**src/rtl/turbo_pkg.sv**
```systemverilog
// Shared constants, FSM encoding and the RSC (1, 5/7) trellis step for the turbo encoder.
// The decoder trellis tables are derived from rsc_step as well.
package turbo_pkg;

   localparam int unsigned K       = 5;
   localparam int unsigned N       = K + 2;
   localparam int unsigned SOFT_W  = 4;
   localparam int unsigned PLANE_W = $clog2(SOFT_W);
   localparam int unsigned CNT_W   = 3;
   localparam int unsigned BUS_W   = 3 * N;

   // Interleaver: u'[k] = u[PI[k]]
   localparam logic [K-1:0][CNT_W-1:0] PI = {3'd3, 3'd1, 3'd2, 3'd4, 3'd0};

   typedef enum logic [1:0] {
      IDLE   = 2'd0,
      ENCODE = 2'd1,
      EMIT   = 2'd2
   } state_e;

   typedef struct packed {
      logic [N-1:0] sys;
      logic [N-1:0] par1;
      logic [N-1:0] par2;
   } cw_t;

   typedef struct packed {
      logic       p;
      logic [1:0] next;
   } rsc_out_t;

   // State is {s1, s2}; feedback a = u^s1^s2, parity p = a^s2, next state {a, s1}.
   function automatic rsc_out_t rsc_step(input logic u, input logic [1:0] st);
      rsc_out_t r;
      logic     a;
      a      = u ^ st[1] ^ st[0];
      r.p    = a ^ st[0];
      r.next = {a, st[1]};
      return r;
   endfunction

endpackage

```
**src/rtl/turbo_encoder_tx_if.sv**
```systemverilog
// Request/frame bus between a message source, turbo_encoder_tx and the decoder input.
interface turbo_encoder_tx_if;
   import turbo_pkg::*;

   logic [K-1:0]     data_i;
   logic             start_i;
   logic [BUS_W-1:0] data_o;
   logic             start_o;
   logic             busy_o;
   logic             done_o;

   modport master (
      output data_i, start_i,
      input  data_o, start_o, busy_o, done_o
   );

   modport slave (
      input  data_i, start_i,
      output data_o, start_o, busy_o, done_o
   );

endinterface

```
**src/rtl/turbo_encoder_tx_rsc_enc.sv**
```systemverilog
// One clocked RSC constituent encoder; parity p is combinational on the current state and u.
module rsc_enc
   import turbo_pkg::*;
(
   input  logic clk_p_i,
   input  logic reset_p_i,
   input  logic clear,
   input  logic en,
   input  logic u,
   output logic p
);

   logic [1:0] st_q;
   rsc_out_t   step_c;

   assign step_c = rsc_step(u, st_q);
   assign p      = step_c.p;

   always_ff @(posedge clk_p_i or posedge reset_p_i) begin
      if (reset_p_i)  st_q <= '0;
      else if (clear) st_q <= '0;
      else if (en)    st_q <= step_c.next;
   end

endmodule

```
**src/rtl/turbo_encoder_tx.sv**
```systemverilog
// Rate-1/3 turbo encoder: encodes a K-bit message over N trellis steps, then serializes the
// soft-mapped codewords as SOFT_W bit-plane beats plus one trailing zero beat.
module turbo_encoder_tx
   import turbo_pkg::*;
#(
   parameter logic signed [SOFT_W-1:0] AMP = 4'sd3
) (
   input  logic              clk_p_i,
   input  logic              reset_p_i,
   turbo_encoder_tx_if.slave bus
);

   localparam logic [SOFT_W-1:0] SOFT_ONE  = AMP;
   localparam logic [SOFT_W-1:0] SOFT_ZERO = SOFT_W'(-AMP);

   if ((int'(AMP) < 1) || (int'(AMP) > (2 ** (SOFT_W - 1)) - 1)) begin : g_amp_range
      $error("turbo_encoder_tx: AMP out of range 1..2^(SOFT_W-1)-1");
   end

   state_e           state_q, state_n;
   logic [CNT_W-1:0] step_q, step_n;
   logic [CNT_W-1:0] beat_q, beat_n;
   logic [K-1:0]     msg_q, msg_n;
   cw_t              cw_q, cw_n;

   logic             u_c, ui_c, p1_c, p2_c;
   logic             rsc_clear_c, rsc_en_c;

   logic [BUS_W-1:0] data_q, data_n;
   logic             start_q, start_n;
   logic             busy_q, busy_n;
   logic             done_q, done_n;

   // Bit plane b of every mapped symbol: code bit selects the +AMP or -AMP pattern.
   function automatic logic [BUS_W-1:0] soft_plane(input cw_t cw, input logic [PLANE_W-1:0] b);
      logic [BUS_W-1:0] v;
      v = cw;
      return ({BUS_W{SOFT_ONE[b]}} & v) | ({BUS_W{SOFT_ZERO[b]}} & ~v);
   endfunction

   rsc_enc u_rsc1 (
      .clk_p_i   (clk_p_i),
      .reset_p_i (reset_p_i),
      .clear     (rsc_clear_c),
      .en        (rsc_en_c),
      .u         (u_c),
      .p         (p1_c)
   );

   rsc_enc u_rsc2 (
      .clk_p_i   (clk_p_i),
      .reset_p_i (reset_p_i),
      .clear     (rsc_clear_c),
      .en        (rsc_en_c),
      .u         (ui_c),
      .p         (p2_c)
   );

   always_ff @(posedge clk_p_i or posedge reset_p_i) begin
      if (reset_p_i) begin
         state_q <= IDLE;
         step_q  <= '0;
         beat_q  <= '0;
         msg_q   <= '0;
         cw_q    <= '0;
         data_q  <= '0;
         start_q <= 1'b0;
         busy_q  <= 1'b0;
         done_q  <= 1'b0;
      end else begin
         state_q <= state_n;
         step_q  <= step_n;
         beat_q  <= beat_n;
         msg_q   <= msg_n;
         cw_q    <= cw_n;
         data_q  <= data_n;
         start_q <= start_n;
         busy_q  <= busy_n;
         done_q  <= done_n;
      end
   end

   always_comb begin
      state_n     = state_q;
      step_n      = step_q;
      beat_n      = beat_q;
      msg_n       = msg_q;
      cw_n        = cw_q;
      rsc_clear_c = 1'b0;
      rsc_en_c    = 1'b0;
      u_c         = 1'b0;
      ui_c        = 1'b0;

      // Tail steps feed literal zeros into both encoders.
      if (step_q < CNT_W'(K)) begin
         u_c  = msg_q[CNT_W'(K - 1) - step_q];
         ui_c = msg_q[CNT_W'(K - 1) - PI[step_q]];
      end

      unique case (state_q)
         IDLE: begin
            if (bus.start_i) begin
               state_n     = ENCODE;
               msg_n       = bus.data_i;
               step_n      = '0;
               cw_n        = '0;
               rsc_clear_c = 1'b1;
            end
         end
         ENCODE: begin
            rsc_en_c                             = 1'b1;
            cw_n.sys[CNT_W'(N - 1) - step_q]  = u_c;
            cw_n.par1[CNT_W'(N - 1) - step_q] = p1_c;
            cw_n.par2[CNT_W'(N - 1) - step_q] = p2_c;
            if (step_q == CNT_W'(N - 1)) begin
               state_n = EMIT;
               beat_n  = '0;
            end else begin
               step_n = step_q + CNT_W'(1);
            end
         end
         EMIT: begin
            if (beat_q == CNT_W'(SOFT_W)) state_n = IDLE;
            else                          beat_n  = beat_q + CNT_W'(1);
         end
         default: state_n = IDLE;
      endcase

      // Outputs are registered from the next state so they line up with the frame cycles.
      busy_n  = (state_n != IDLE);
      start_n = (state_n == EMIT);
      done_n  = (state_n == EMIT) && (beat_n == CNT_W'(SOFT_W));
      data_n  = '0;
      if ((state_n == EMIT) && (beat_n < CNT_W'(SOFT_W)))
         data_n = soft_plane(cw_n, beat_n[PLANE_W-1:0]);
   end

   assign bus.data_o  = data_q;
   assign bus.start_o = start_q;
   assign bus.busy_o  = busy_q;
   assign bus.done_o  = done_q;

endmodule

```
**src/flat_wrapper.sv**
```systemverilog
// flat-port wrapper written by rule: the top's interface ports become plain ports
module turbo_encoder_tx_flat import turbo_pkg::*;
#(
   parameter logic signed [SOFT_W-1:0] AMP = 4'sd3
)
  (clk_p_i, reset_p_i, bus_data_i, bus_start_i, bus_data_o, bus_start_o, bus_busy_o, bus_done_o);
  turbo_encoder_tx_if bus_i ();
  input  logic clk_p_i;
  input  logic reset_p_i;
  input wire logic [$bits(bus_i.data_i)-1:0] bus_data_i;
  input wire logic [$bits(bus_i.start_i)-1:0] bus_start_i;
  output wire logic [$bits(bus_i.data_o)-1:0] bus_data_o;
  output wire logic [$bits(bus_i.start_o)-1:0] bus_start_o;
  output wire logic [$bits(bus_i.busy_o)-1:0] bus_busy_o;
  output wire logic [$bits(bus_i.done_o)-1:0] bus_done_o;
  assign bus_i.data_i = bus_data_i;
  assign bus_i.start_i = bus_start_i;
  assign bus_data_o = bus_i.data_o;
  assign bus_start_o = bus_i.start_o;
  assign bus_busy_o = bus_i.busy_o;
  assign bus_done_o = bus_i.done_o;
  turbo_encoder_tx #(.AMP(AMP)) u_core (.clk_p_i(clk_p_i), .reset_p_i(reset_p_i), .bus(bus_i));
endmodule
```
**config.mk**
```make
export PLATFORM = sky130hd
export DESIGN_NAME = turbo_encoder_tx_flat
export DESIGN_NICKNAME = d
export VERILOG_FILES = /design/src/rtl/turbo_pkg.sv /design/src/rtl/turbo_encoder_tx_if.sv /design/src/rtl/turbo_encoder_tx_rsc_enc.sv /design/src/rtl/turbo_encoder_tx.sv /design/src/flat_wrapper.sv
export SDC_FILE = /design/constraint.sdc
export NUM_CORES = 1
export LEC_CHECK = 0
export BUFFER_PORTS_ARGS = -buffer_cell sky130_fd_sc_hd__buf_2
export CAP_MARGIN = 40
export CELL_PAD_IN_SITES_DETAIL_PLACEMENT = 1
export CELL_PAD_IN_SITES_GLOBAL_PLACEMENT = 1
export CORE_MARGIN = 4
export CORE_UTILIZATION = 46
export CTS_BUF_LIST = sky130_fd_sc_hd__clkbuf_4 sky130_fd_sc_hd__clkbuf_8
export CTS_CLUSTER_DIAMETER = 150
export DETAILED_ROUTE_END_ITERATION = 6
export GPL_TIMING_DRIVEN = 0
export PLACE_DENSITY = 0.79
export SYNTH_ARGS = -nofsm -noshare
export SYNTH_HDL_FRONTEND = slang
export SYNTH_SLANG_ARGS = --single-unit
```
**constraint.sdc**
```tcl
create_clock -name clk_p_i -period 3.85 [get_ports clk_p_i]
set_input_delay 0.1925 -clock clk_p_i [delete_from_list [all_inputs] [get_ports clk_p_i]]
set_output_delay 0.1925 -clock clk_p_i [all_outputs]
set_load 0.05 [all_outputs]
```
==> impl_metrics.sql <==
INSERT INTO impl_metrics (metric_group, metric, value, unit) VALUES
('timing', 'timing.setup.tns', '0', 'ns'),
('drt', 'ant_nets', '0', ''),
('status', 'status', 'finished, final reports clean', ''),
('finish', 'finish.cell_count_without_fillers', '415', ''),
('floorplan', 'die_w', '89.3', 'um'),
('logic_synthesis', 'synth_sequential_area_ratio', '0.510', ''),
('finish', 'nFillCells', '719', ''),
('critical_path', 'crit_path_max_fanout', '10', ''),
('critical_path', 'worst_r2r_endpoint', 'u_core.bus.data_o[0]$_DFF_PP0_', ''),
('clock_tree', 'cts_tree', 'built', ''),
('logic_synthesis', 'primary_flip_flop_cell_chosen_by_synthesis_mapping', 'sky130_fd_sc_hd__dfrtp_1', ''),
('clock_tree', 'cts-root-to-sink-buffers', '2', ''),
('logic_synthesis', 'post_syn_instances', '288', ''),
('run', 'maxCapViolCount', '0', ''),
('critical_path', 'path_cells', 'buf_2 -> inv_1 -> ha_1 -> nor2_1 -> ha_1 -> mux4_2 -> and4_4 -> nor4_4 -> o21ai_0 -> a221oi_1', ''),
('logic_synthesis', 'ys_seq_elements', '62', ''),
('critical_path', 'r2r_start', 'u_core.step_q[0]$_DFFE_PP0P_', ''),
('logic_synthesis', 'mappedNetlistArea', '3040', 'um^2'),
('drt', 'num_vias', '2411', ''),
('clock_tree', 'cts_made_buffers', '9', ''),
('critical_path', 'crit_path_start_kind', 'register', ''),
('clock_tree', 'insertion_delay', '0.35', 'ns'),
('power', 'p_per_area', '876', 'nW/um^2'),
('floorplan', 'initial_standard_cell_utilization_of_the_core', '0.476', ''),
('finish', 'fraction_of_final_layout_cells_with_drive_strength_greater_than_1', '0.225', ''),
('critical_path', 'crit_path_required_time', '4.04', 'ns'),
('clock_tree', 'number_of_levels_in_the_clock_h_tree', '3', ''),
('logic_synthesis', 'avgSynthCellArea', '10.6', 'um^2'),
('critical_path', 'timing.critical_path.mode_cell', 'sky130_fd_sc_hd__ha_1', ''),
('global_route', 'first_global_vias', '2525', ''),
('placed_design', 'detailed_place_hpwl', '5300', 'um'),
('logic_synthesis', 'synth_cell_type_count', '50', ''),
('drt', 'drt-pass1-iter-count', '4', ''),
('logic_synthesis', 'synth-async-reset-ratio', '1.00', ''),
('critical_path', 'category_of_the_most_critical_setup_path', 'reg -> reg', ''),
('timing', 'final-max-slew-violation-count', '0', ''),
('drt', 'drc', '0', ''),
('placed_design', 'placedCellCount', '397', ''),
('critical_path', 'cpMaxStageDelayCell', 'sky130_fd_sc_hd__mux4_2', ''),
('floorplan', 'coreArea', '6390', 'um^2'),
('floorplan', 'placementRows', '29', ''),
('worst_hold_path', 'hold_depth', '2', ''),
('drt', 'routed_wire_per_std_cell', '18.8', 'um'),
('global_route', 'globalRouteTotalUtil', '0.220', ''),
('finish', 'syn_to_final_growth', '16.9', '%'),
('worst_hold_path', 'min-delay-path-class', 'in -> reg', ''),
('critical_path', 'critical_path_arrival', '3.83', 'ns'),
('power', 'cellLeakagePower', '0.00171', 'uW'),
('global_route', 'global_route_wire_length_before_repair', '13200', 'um'),
('clock_tree', 'clk_pin_slew', '0.08', 'ns'),
('power', 'worst_ir_drop_vdd', '0.409', 'mV'),
('logic_synthesis', 'synth_enable_flop_cells', '0', ''),
('finish', 'mostFrequentLayoutCell', 'sky130_fd_sc_hd__dfrtp_1', ''),
('floorplan', 'die_area', '7980', 'um^2'),
('worst_hold_path', 'hp-start', 'bus_data_i[0]', ''),
('global_route', 'antenna_found_initial', '0', ''),
('timing', 'layout_worst_path_cycle_share', '0.943', ''),
('critical_path', 'cpLargestDelayFamily', 'simple AND/OR/NAND/NOR gates', ''),
('clock_tree', 'clock_tree.root_cell', 'sky130_fd_sc_hd__clkbuf_8', ''),
('worst_hold_path', 'hold-path-endpoint', 'u_core.msg_q[0]$_DFFE_PP0P_', ''),
('drt', 'wirelength', '7820', 'um'),
('timing', 'timing_worst_slew_pin_value', '0.741', 'ns'),
('floorplan', 'boundaryPins', '32', ''),
('critical_path', 'crit_path_buffers_inverters', '2', ''),
('finish', 'layout_common_cells', 'sky130_fd_sc_hd__dfrtp_1, sky130_fd_sc_hd__buf_2, sky130_fd_sc_hd__nand2_1', ''),
('drt', 'viasPerCell', '5.81', ''),
('critical_path', 'reg2reg_setup_slack', '0.22', 'ns'),
('placed_design', 'dpl_worst_slack', '0.233', 'ns'),
('finish', 'num_antenna_cells', '0', ''),
('timing', 'report.final.setup_viol', '0', ''),
('global_route', 'grt_remaining_overflow', '0', '');
## worst reg2reg max path, stage by stage, from the launching register on
cell and delay [ns]:
sky130_fd_sc_hd__dfrtp_1 0.49, sky130_fd_sc_hd__buf_2 0.23, sky130_fd_sc_hd__inv_1 0.16, sky130_fd_sc_hd__ha_1 0.31, sky130_fd_sc_hd__nor2_1 0.09, sky130_fd_sc_hd__ha_1 0.31, sky130_fd_sc_hd__mux4_2 0.57, sky130_fd_sc_hd__and4_4 0.22
sky130_fd_sc_hd__nor4_4 0.43, sky130_fd_sc_hd__o21ai_0 0.22, sky130_fd_sc_hd__a221oi_1 0.44
## report_power, final
part / leakage [uW] / switching (uW) / total [uW] / internal [uW]
combinational: 0.000766 / 985 / 1560 / 575
clock: 0.000102 / 272 / 637 / 365
sequential: 0.000839 / 106 / 916 / 811
total: 0.00171 / 1360 / 3110 / 1750
## kinds of logic (layout without fill, tap and decap cells)
| kind of cell | count (synthesis) | count (layout) | share of synthesized area |
|---|---|---|---|
| multiplexers | 23 | 23 | 0.0860 |
| buffers and inverters | 23 | 73 | 0.0309 |
| XOR/XNOR | 4 | 4 | 0.0115 |
| AO/OA/AOI/OAI | 71 | 71 | 0.158 |
| flip-flops | 62 | 62 | 0.510 |
| AND/OR/NAND/NOR | 93 | 93 | 0.155 |
| adder cells (fa/ha/maj) | 12 | 12 | 0.0494 |
## area by class of cell
cell class	count	share of cell area
Clock buffer	9	0.0348
Tap cell	77	0.0271
Clock inverter	7	0.0271
Multi-Input combinational cell	203	0.393
Inverter	13	0.0137
Buffer	9	0.0116
Sequential cell	62	0.436
Timing Repair Buffer	35	0.0563
## through the flow
| step | power, uW | util | area, um^2 |
|---|---|---|---|
| detailed placement | 2430 | 0.519 | 3310 |
| CTS | 3090 | 0.555 | 3540 |
| global placement | 2380 | 0.516 | 3290 |
| global route | 3330 | 0.557 | 3550 |
| finish | 3110 | 0.557 | 3550 |
| floorplan | 2040 | - | 3040 |
## state kept, by name, summed over array words and instances (netlist names), 2 cells and up
register	cells
u_core.bus.data_o	21
u_core.msg_q	5
u_core.u_rsc1.st_q	2
u_core.state_q	2
u_core.cw_q	21
u_core.beat_q	3
u_core.step_q	3
u_core.u_rsc2.st_q	2
## worst max-delay path by stage
stage / start / endpoint / slack (ns) / cells after the start
floorplan: u_core.step_q[0]$_DFFE_PP0P_ / u_core.bus.data_o[4]$_DFF_PP0_ / 0.85 / 11
global placement: u_core.step_q[0]$_DFFE_PP0P_ / u_core.bus.data_o[0]$_DFF_PP0_ / 0.34 / 10
detailed placement: u_core.step_q[0]$_DFFE_PP0P_ / u_core.bus.data_o[0]$_DFF_PP0_ / 0.23 / 10
CTS: u_core.step_q[0]$_DFFE_PP0P_ / u_core.bus.data_o[0]$_DFF_PP0_ / 0.16 / 10
global route: u_core.step_q[0]$_DFFE_PP0P_ / u_core.bus.data_o[0]$_DFF_PP0_ / 0.05 / 10
finish: u_core.step_q[0]$_DFFE_PP0P_ / u_core.bus.data_o[0]$_DFF_PP0_ / 0.22 / 10
## per-layer routing
metal / vias up / GRT usage / part of all wire
li1: 1129 / - / -
met2: 41 / 0.354 / 0.50
met5: - / 0 / 0
met3: 9 / 0.0442 / 0.030
met4: 0 / 0.0731 / 0.014
met1: 1232 / 0.298 / 0.46
## synth_stat cells, drive strengths merged (3+ instances only)
| master | count | area, um^2 |
|---|---|---|
| ha | 12 | 150 |
| mux2i | 16 | 160 |
| inv | 11 | 41.3 |
| nand2b | 4 | 25.0 |
| a31oi | 3 | 18.8 |
| nor3 | 5 | 30.0 |
| or2 | 4 | 25.0 |
| clkbuf | 3 | 11.3 |
| nor2 | 13 | 48.8 |
| a21o | 8 | 60.1 |
| buf | 7 | 33.8 |
| dfrtp | 62 | 1550 |
| nand3 | 13 | 65.1 |
| o21ai | 17 | 85.1 |
| a22o | 7 | 61.3 |
| a21oi | 16 | 80.1 |
| a221oi | 6 | 52.6 |
| nand2 | 37 | 139 |
| and3 | 3 | 18.8 |
| mux2 | 5 | 56.3 |
| o22ai | 4 | 31.3 |
## what timing repair did
item,in CTS,in global routing
setup buffers,0,2
endpoints found under the hold margin,22,0
endpoints found under the setup margin,0,1
hold buffers,1,0
No activity file was read; power rests on OpenSTA's default activity.
